--- src/rtl/odesa_event_sequencer.sv ---
// Latency-coded spike-pattern player: replays stored samples as one-clock channel events plus a one-hot label.
// First event 2 clocks after start; free-running source with no backpressure, only i_stop aborts playback.
module odesa_event_sequencer #(
    parameter int p_channels      = 4,
    parameter int p_classes       = 3,
    parameter int p_width         = 8,
    parameter int p_sample_num    = 45,
    parameter int p_sample_len    = 30,
    parameter int p_spike_delay   = 10,
    parameter int p_pattern_delay = 800,
    parameter int p_epochs        = 401,
    localparam int c_aw = (p_sample_num > 1) ? $clog2(p_sample_num) : 1,
    localparam int c_lw = (p_classes > 1) ? $clog2(p_classes) : 1
) (
    input  logic                          i_clk,
    input  logic                          i_rst,
    input  logic                          i_wr_en,
    input  logic [c_aw-1:0]               i_wr_addr,
    input  logic [p_channels*p_width-1:0] i_wr_times,
    input  logic [c_lw-1:0]               i_wr_label,
    input  logic                          i_start,
    input  logic                          i_stop,
    output logic [p_channels-1:0]         o_event,
    output logic [p_classes-1:0]          o_label,
    output logic                          o_label_valid,
    output logic [c_aw-1:0]               o_sample_idx,
    output logic [15:0]                   o_epoch,
    output logic                          o_busy,
    output logic                          o_done
);

    localparam int c_tw = $clog2(p_sample_len + 1);
    localparam int c_sw = $clog2(p_spike_delay + 1);
    localparam int c_gw = (p_pattern_delay > 0) ? $clog2(p_pattern_delay + 1) : 1;

    localparam logic [c_tw-1:0] c_tick_last = c_tw'(p_sample_len - 1);
    localparam logic [c_sw-1:0] c_sub_last  = c_sw'(p_spike_delay - 1);
    localparam logic [c_gw-1:0] c_gap_last  = (p_pattern_delay > 0) ? c_gw'(p_pattern_delay - 1) : '0;
    localparam logic [c_aw-1:0] c_idx_last  = c_aw'(p_sample_num - 1);
    localparam logic [15:0]     c_epochs    = 16'(p_epochs);

    typedef enum logic [2:0] {
        ST_IDLE  = 3'd0,
        ST_FETCH = 3'd1,
        ST_PLAY  = 3'd2,
        ST_GAP   = 3'd3,
        ST_DONE  = 3'd4
    } state_t;

    logic [p_channels*p_width-1:0] mem_times [p_sample_num];
    logic [c_lw-1:0]               mem_label [p_sample_num];

    state_t                        state_q, state_d;
    logic [c_aw-1:0]               idx_q, idx_d;
    logic [15:0]                   epoch_q, epoch_d;
    logic [c_tw-1:0]               tick_q, tick_d;
    logic [c_sw-1:0]               sub_q, sub_d;
    logic [c_gw-1:0]               gap_q, gap_d;
    logic [p_channels*p_width-1:0] times_q, times_d;
    logic [p_classes-1:0]          label_q, label_d;
    logic [p_channels-1:0]         event_q, event_d;
    logic                          vld_q, vld_d;
    logic                          busy_q, busy_d;
    logic                          done_q, done_d;
    logic                          advance;

    function automatic logic [p_classes-1:0] to_onehot(input logic [c_lw-1:0] l);
        logic [p_classes-1:0] v;
        v = '0;
        for (int k = 0; k < p_classes; k++) begin
            if (32'(l) == k) v[k] = 1'b1;
        end
        return v;
    endfunction

    // Sample memory is only writable while idle and is deliberately never cleared by reset.
    always_ff @(posedge i_clk) begin
        if (!i_rst && state_q == ST_IDLE && i_wr_en && (32'(i_wr_addr) < p_sample_num)) begin
            mem_times[i_wr_addr] <= i_wr_times;
            mem_label[i_wr_addr] <= i_wr_label;
        end
    end

    always_comb begin
        state_d = state_q;
        idx_d   = idx_q;
        epoch_d = epoch_q;
        tick_d  = tick_q;
        sub_d   = sub_q;
        gap_d   = gap_q;
        times_d = times_q;
        label_d = label_q;
        advance = 1'b0;

        unique case (state_q)
            ST_IDLE: begin
                if (i_start && !i_stop) begin
                    state_d = ST_FETCH;
                    idx_d   = '0;
                    epoch_d = '0;
                end
            end
            ST_FETCH: begin
                times_d = mem_times[idx_q];
                label_d = to_onehot(mem_label[idx_q]);
                tick_d  = '0;
                sub_d   = '0;
                state_d = ST_PLAY;
            end
            ST_PLAY: begin
                if (sub_q == c_sub_last) begin
                    sub_d = '0;
                    if (tick_q == c_tick_last) begin
                        if (p_pattern_delay > 0) begin
                            state_d = ST_GAP;
                            gap_d   = '0;
                        end else begin
                            advance = 1'b1;
                        end
                    end else begin
                        tick_d = tick_q + c_tw'(1);
                    end
                end else begin
                    sub_d = sub_q + c_sw'(1);
                end
            end
            ST_GAP: begin
                if (gap_q == c_gap_last) advance = 1'b1;
                else                     gap_d   = gap_q + c_gw'(1);
            end
            ST_DONE: state_d = ST_IDLE;
            default: state_d = ST_IDLE;
        endcase

        if (advance) begin
            if (idx_q != c_idx_last) begin
                idx_d   = idx_q + c_aw'(1);
                state_d = ST_FETCH;
            end else begin
                idx_d   = '0;
                epoch_d = (epoch_q == 16'hFFFF) ? epoch_q : epoch_q + 16'd1;
                state_d = (p_epochs != 0 && epoch_d == c_epochs) ? ST_DONE : ST_FETCH;
            end
        end

        if (i_stop && state_q != ST_IDLE) begin
            state_d = ST_IDLE;
            label_d = '0;
        end

        // Tick never reaches p_sample_len, so out-of-window times cannot match.
        for (int c = 0; c < p_channels; c++) begin
            event_d[c] = (state_d == ST_PLAY) && (sub_d == '0) &&
                         (times_d[c*p_width +: p_width] != {p_width{1'b1}}) &&
                         (32'(times_d[c*p_width +: p_width]) == 32'(tick_d));
        end
        vld_d  = (state_d == ST_PLAY);
        busy_d = (state_d != ST_IDLE);
        done_d = (state_d == ST_DONE);
    end

    always_ff @(posedge i_clk) begin
        if (i_rst) begin
            state_q <= ST_IDLE;
            idx_q   <= '0;
            epoch_q <= '0;
            tick_q  <= '0;
            sub_q   <= '0;
            gap_q   <= '0;
            times_q <= '0;
            label_q <= '0;
            event_q <= '0;
            vld_q   <= 1'b0;
            busy_q  <= 1'b0;
            done_q  <= 1'b0;
        end else begin
            state_q <= state_d;
            idx_q   <= idx_d;
            epoch_q <= epoch_d;
            tick_q  <= tick_d;
            sub_q   <= sub_d;
            gap_q   <= gap_d;
            times_q <= times_d;
            label_q <= label_d;
            event_q <= event_d;
            vld_q   <= vld_d;
            busy_q  <= busy_d;
            done_q  <= done_d;
        end
    end

    assign o_event       = event_q;
    assign o_label       = label_q;
    assign o_label_valid = vld_q;
    assign o_sample_idx  = idx_q;
    assign o_epoch       = epoch_q;
    assign o_busy        = busy_q;
    assign o_done        = done_q;

endmodule

--- config.mk ---
export PLATFORM = sky130hd
export DESIGN_NAME = odesa_event_sequencer
export DESIGN_NICKNAME = d
export VERILOG_FILES = /design/src/rtl/odesa_event_sequencer.sv
export SDC_FILE = /design/constraint.sdc
export NUM_CORES = 2
export LEC_CHECK = 0
export CORE_ASPECT_RATIO = 1.5
export CORE_MARGIN = 10
export CORE_UTILIZATION = 55
export CTS_BUF_LIST = sky130_fd_sc_hd__clkbuf_8
export DETAILED_ROUTE_END_ITERATION = 8
export PLACE_DENSITY = 0.7
export SETUP_SLACK_MARGIN = 0.4
export SYNTH_ARGS = -nofsm -noshare
export SYNTH_HDL_FRONTEND = slang
export SYNTH_SLANG_ARGS = --single-unit
--- constraint.sdc ---
create_clock -name i_clk -period 4.2 [get_ports i_clk]
set_input_delay 1.05 -clock i_clk [delete_from_list [all_inputs] [get_ports i_clk]]
set_output_delay 1.05 -clock i_clk [all_outputs]
set_load 0.03 [all_outputs]
==> reports/qor.txt <==
Status - complete, no violations
GRT Util Overall - 0.2879
DRC Markers - 0
Hold Path Cell Cnt - 3
Max cap viols - 0
Final WL - 187,300 um
PwrDens - 421.3 mW/mm^2
Die area - 0.1293 mm^2
Initial antenna violation count - 5
Synth Warn # - 0
Syn avg cell area - 20.34 um^2
Final setup margin - 443.8 ps
Routability cong. - 0.9021
Flop2flop setup slack - 440 ps
Sequential cell area fraction in the yosys report - 0.7553
Synthesized instance count - 3,111
Final #Nets - 3,527
Data arrival time of the worst path - 4580 ps
Min-delay worst type - input port to flop
Final worst path period need - 3756 ps
CTS clk-pin slew, worst paths - 70 ps
First-pass GRT wire length - 262,700 um
Min-Delay Endpoint - o_label_valid
I/O Buffers - 76
Via density - 6.705
Design Power - 30.39 mW
Setup TNS - 0 ps
WHS - 431.9 ps
Clock Path Buffers - 3
Critical Path RT - 5020 ps
Setup Crit Path Kind - flop to flop
DR iter-0 viols - 4,789
Synth Net Count - 3,164
Final worst path period share - 0.8943
Vias - 34,850
Slew margin rel. - 0.2183
Setup WS pre-CTS - 470.5 ps
Starting Density - 0.5535
Wire per inst - 36.03 um
Layout Skew - 79.72 ps
Critical Path End Type - flop
Largest net degree at the start of global routing - 66
CP cell instances - buf_12, buf_12, mux2i_1, a221o_1, o221ai_1, o211a_1, or3_1, a211o_1, nor4_1
DIE WIDTH - 296.9 um
Grt ovf - 0
GR Util met2 - 0.4642
Filler cell count - 7,642
RSZ-0062 raised after global routing - no
Post-synth EDFFs - 1,530
CP Launch Type - flop
Max stage delay on crit path - 790 ps
Most used routing layer - met2
Number of global-route vias before repair - 35,210
Mapped cell area - 0.06326 mm^2
Core area - 0.1143 mm^2
Max stage delay cell, worst path - dfxtp_4
I/O pins - 77
Final Hold Fails - 0
Highest Clock Rate - 266.2 MHz
Cts hold-fix bufs - 0
Max Slew Vio Count - 0
GRT met3 Usage - 0.07353
CP most frequent cell - buf_12
Num rows - 152
DIE HEIGHT - 435.4 um
Area growth from synthesis to layout - 14.03%
Pleak - 22.67 nW
Layout cells sized above 1 - 0.2710
Reg-to-reg endpoint - o_event[1]
CTS root buffer - clkbuf_8
Post-route ant nets - 0
Post-synth ARST share - 0
Max FO, Critical Path - 34
Commonest non-fill, non-tap cells in the layout - 1,530 x edfxtp_1, 364 x mux4_2, 243 x clkbuf_8, 185 x buf_4, 110 x nand2_1
Worst vdd ir - 0.3341 mV
Post-synth cell types - 81
Pre-antenna DRT Iters - 7
Worst path top cell family by delay - compound AO/OA/AOI/OAI gates
Final setup vio count - 0
Hold Startpoint - i_rst
Commonest non-fill, non-tap cell in the layout - edfxtp_1
Synthesized flop and latch total - 1,622
Clk sinks - 1,622
CP bufs+invs - 2
H-tree levels - 4
HPWL after DPL - 112,200 um
Reg2Reg Depth - 9
Worst-margin pin slew - 1166 ps
Met1 usage - 0.3503
Post-synth top flop - edfxtp_1
Clock Latency Late Sink - 980 ps
TritonCTS buffer count - 224
CTS tree - done
-- layer usage --
layer / routed length [um] / up-vias
met3: 21740 / 571
met5: 38 / -
met1: 61350 / 17970
met4: 12220 / 6
li1: - / 13720
met2: 91930 / 2583
-- cells in the mapped netlist, types with 18 or more instances --
master,instances,area share
nor2_1,147,0.0087
nor2b_1,23,0.0023
a22oi_1,18,0.0021
mux4_2,364,0.13
o22ai_1,21,0.0021
mux2i_1,106,0.017
buf_2,47,0.0037
clkbuf_1,65,0.0039
nand3_1,33,0.0026
a21oi_1,45,0.0036
nand2_1,110,0.0065
nor3_1,29,0.0023
nand4_1,25,0.0025
o21ai_0,43,0.0034
a31oi_1,20,0.0020
edfxtp_1,1530,0.73
inv_1,18,0.0011
a221oi_1,31,0.0043
buf_1,21,0.0012
dfxtp_1,92,0.029
-- logic make-up after synthesis --
| logic type | synth area share |
|---|---|
| muxes | 0.1523 |
| DFF | 0.7553 |
| AOI/OAI and AO/OA | 0.03327 |
| xor gates and xnor gates | 0.003461 |
| buffers and inverters | 0.01643 |
| adders and majority gates | 0.001582 |
| and+or+nand+nor | 0.03764 |
-- registers in the layout (all words and copies together), names as in the netlist, named ones only --
| signal | count |
|---|---|
| gap_q | 10 |
| o_done | 1 |
| times_q | 32 |
| o_busy | 1 |
| o_label | 3 |
| state_q | 3 |
| o_epoch | 16 |
| mem_times | 1440 |
| o_label_valid | 1 |
| mem_label | 90 |
| tick_q | 5 |
| sub_q | 4 |
| o_sample_idx | 6 |
| o_event | 4 |
-- layout make-up --
| cell class | count | area (um^2) | area share |
|---|---|---|---|
| Antenna cell | 5 | 12.51 | 0.0001734 |
| Multi-Input combinational cell | 1299 | 14810 | 0.2052 |
| Inverter | 19 | 73.82 | 0.001023 |
| Timing Repair Buffer | 308 | 3070 | 0.04256 |
| Tap cell | 1540 | 1927 | 0.02671 |
| Clock inverter | 162 | 1107 | 0.01535 |
| Sequential cell | 1622 | 47800 | 0.6626 |
| Clock buffer | 243 | 3344 | 0.04636 |
-- worst max-delay path by stage --
stage / from / endpoint / slack (ps) / cells past startpoint
floorplan: i_rst / mem_label[0][0] / 530 / 4
global placement: flop / o_event[0] / 380 / 9
detailed placement: flop / o_event[0] / 470 / 9
CTS: flop / o_event[0] / 420 / 9
global route: flop / o_event[1] / 420 / 9
finish: flop / o_event[1] / 440 / 9
-- stage by stage --
| step | cells | instance area (um^2) | utilization |
|---|---|---|---|
| 6_report | 5198 | 72140 | 0.6312 |
| 5_1_grt | 5195 | 72140 | 0.6311 |
| 4_1_cts | 5192 | 72120 | 0.6309 |
| 3_5_place_dp | 4787 | 67660 | 0.5920 |
| 3_3_place_gp | 4787 | 67660 | 0.5920 |
| 2_1_floorplan | 3111 | 63260 | - |
-- timing repair --
| action | CTS | global route |
|---|---|---|
| hold endpoints to repair | 0 | 0 |
| endpoints found under the setup margin | 0 | 1 |
| buffers inserted | 0 | 1 |
| gates resized for setup | 0 | 0 |
-- worst register-to-register path: cells and delay by family, from the launching register on --
family,cells,cell delay [ps]
AO/OA/AOI/OAI,4,1120
flip-flops,1,790
buffers and inverters,2,680
AND/OR/NAND/NOR,2,680
multiplexers,1,340
-- power breakdown --
part           internal (mW)  switching [mW]  leakage (nW)  total [mW]
Sequential              17.7          0.0165          14.5        17.7
Clock                   6.20            5.91          2.56        12.1
Combinational          0.125           0.421          5.61       0.546
(Power assumes the default switching activity.)
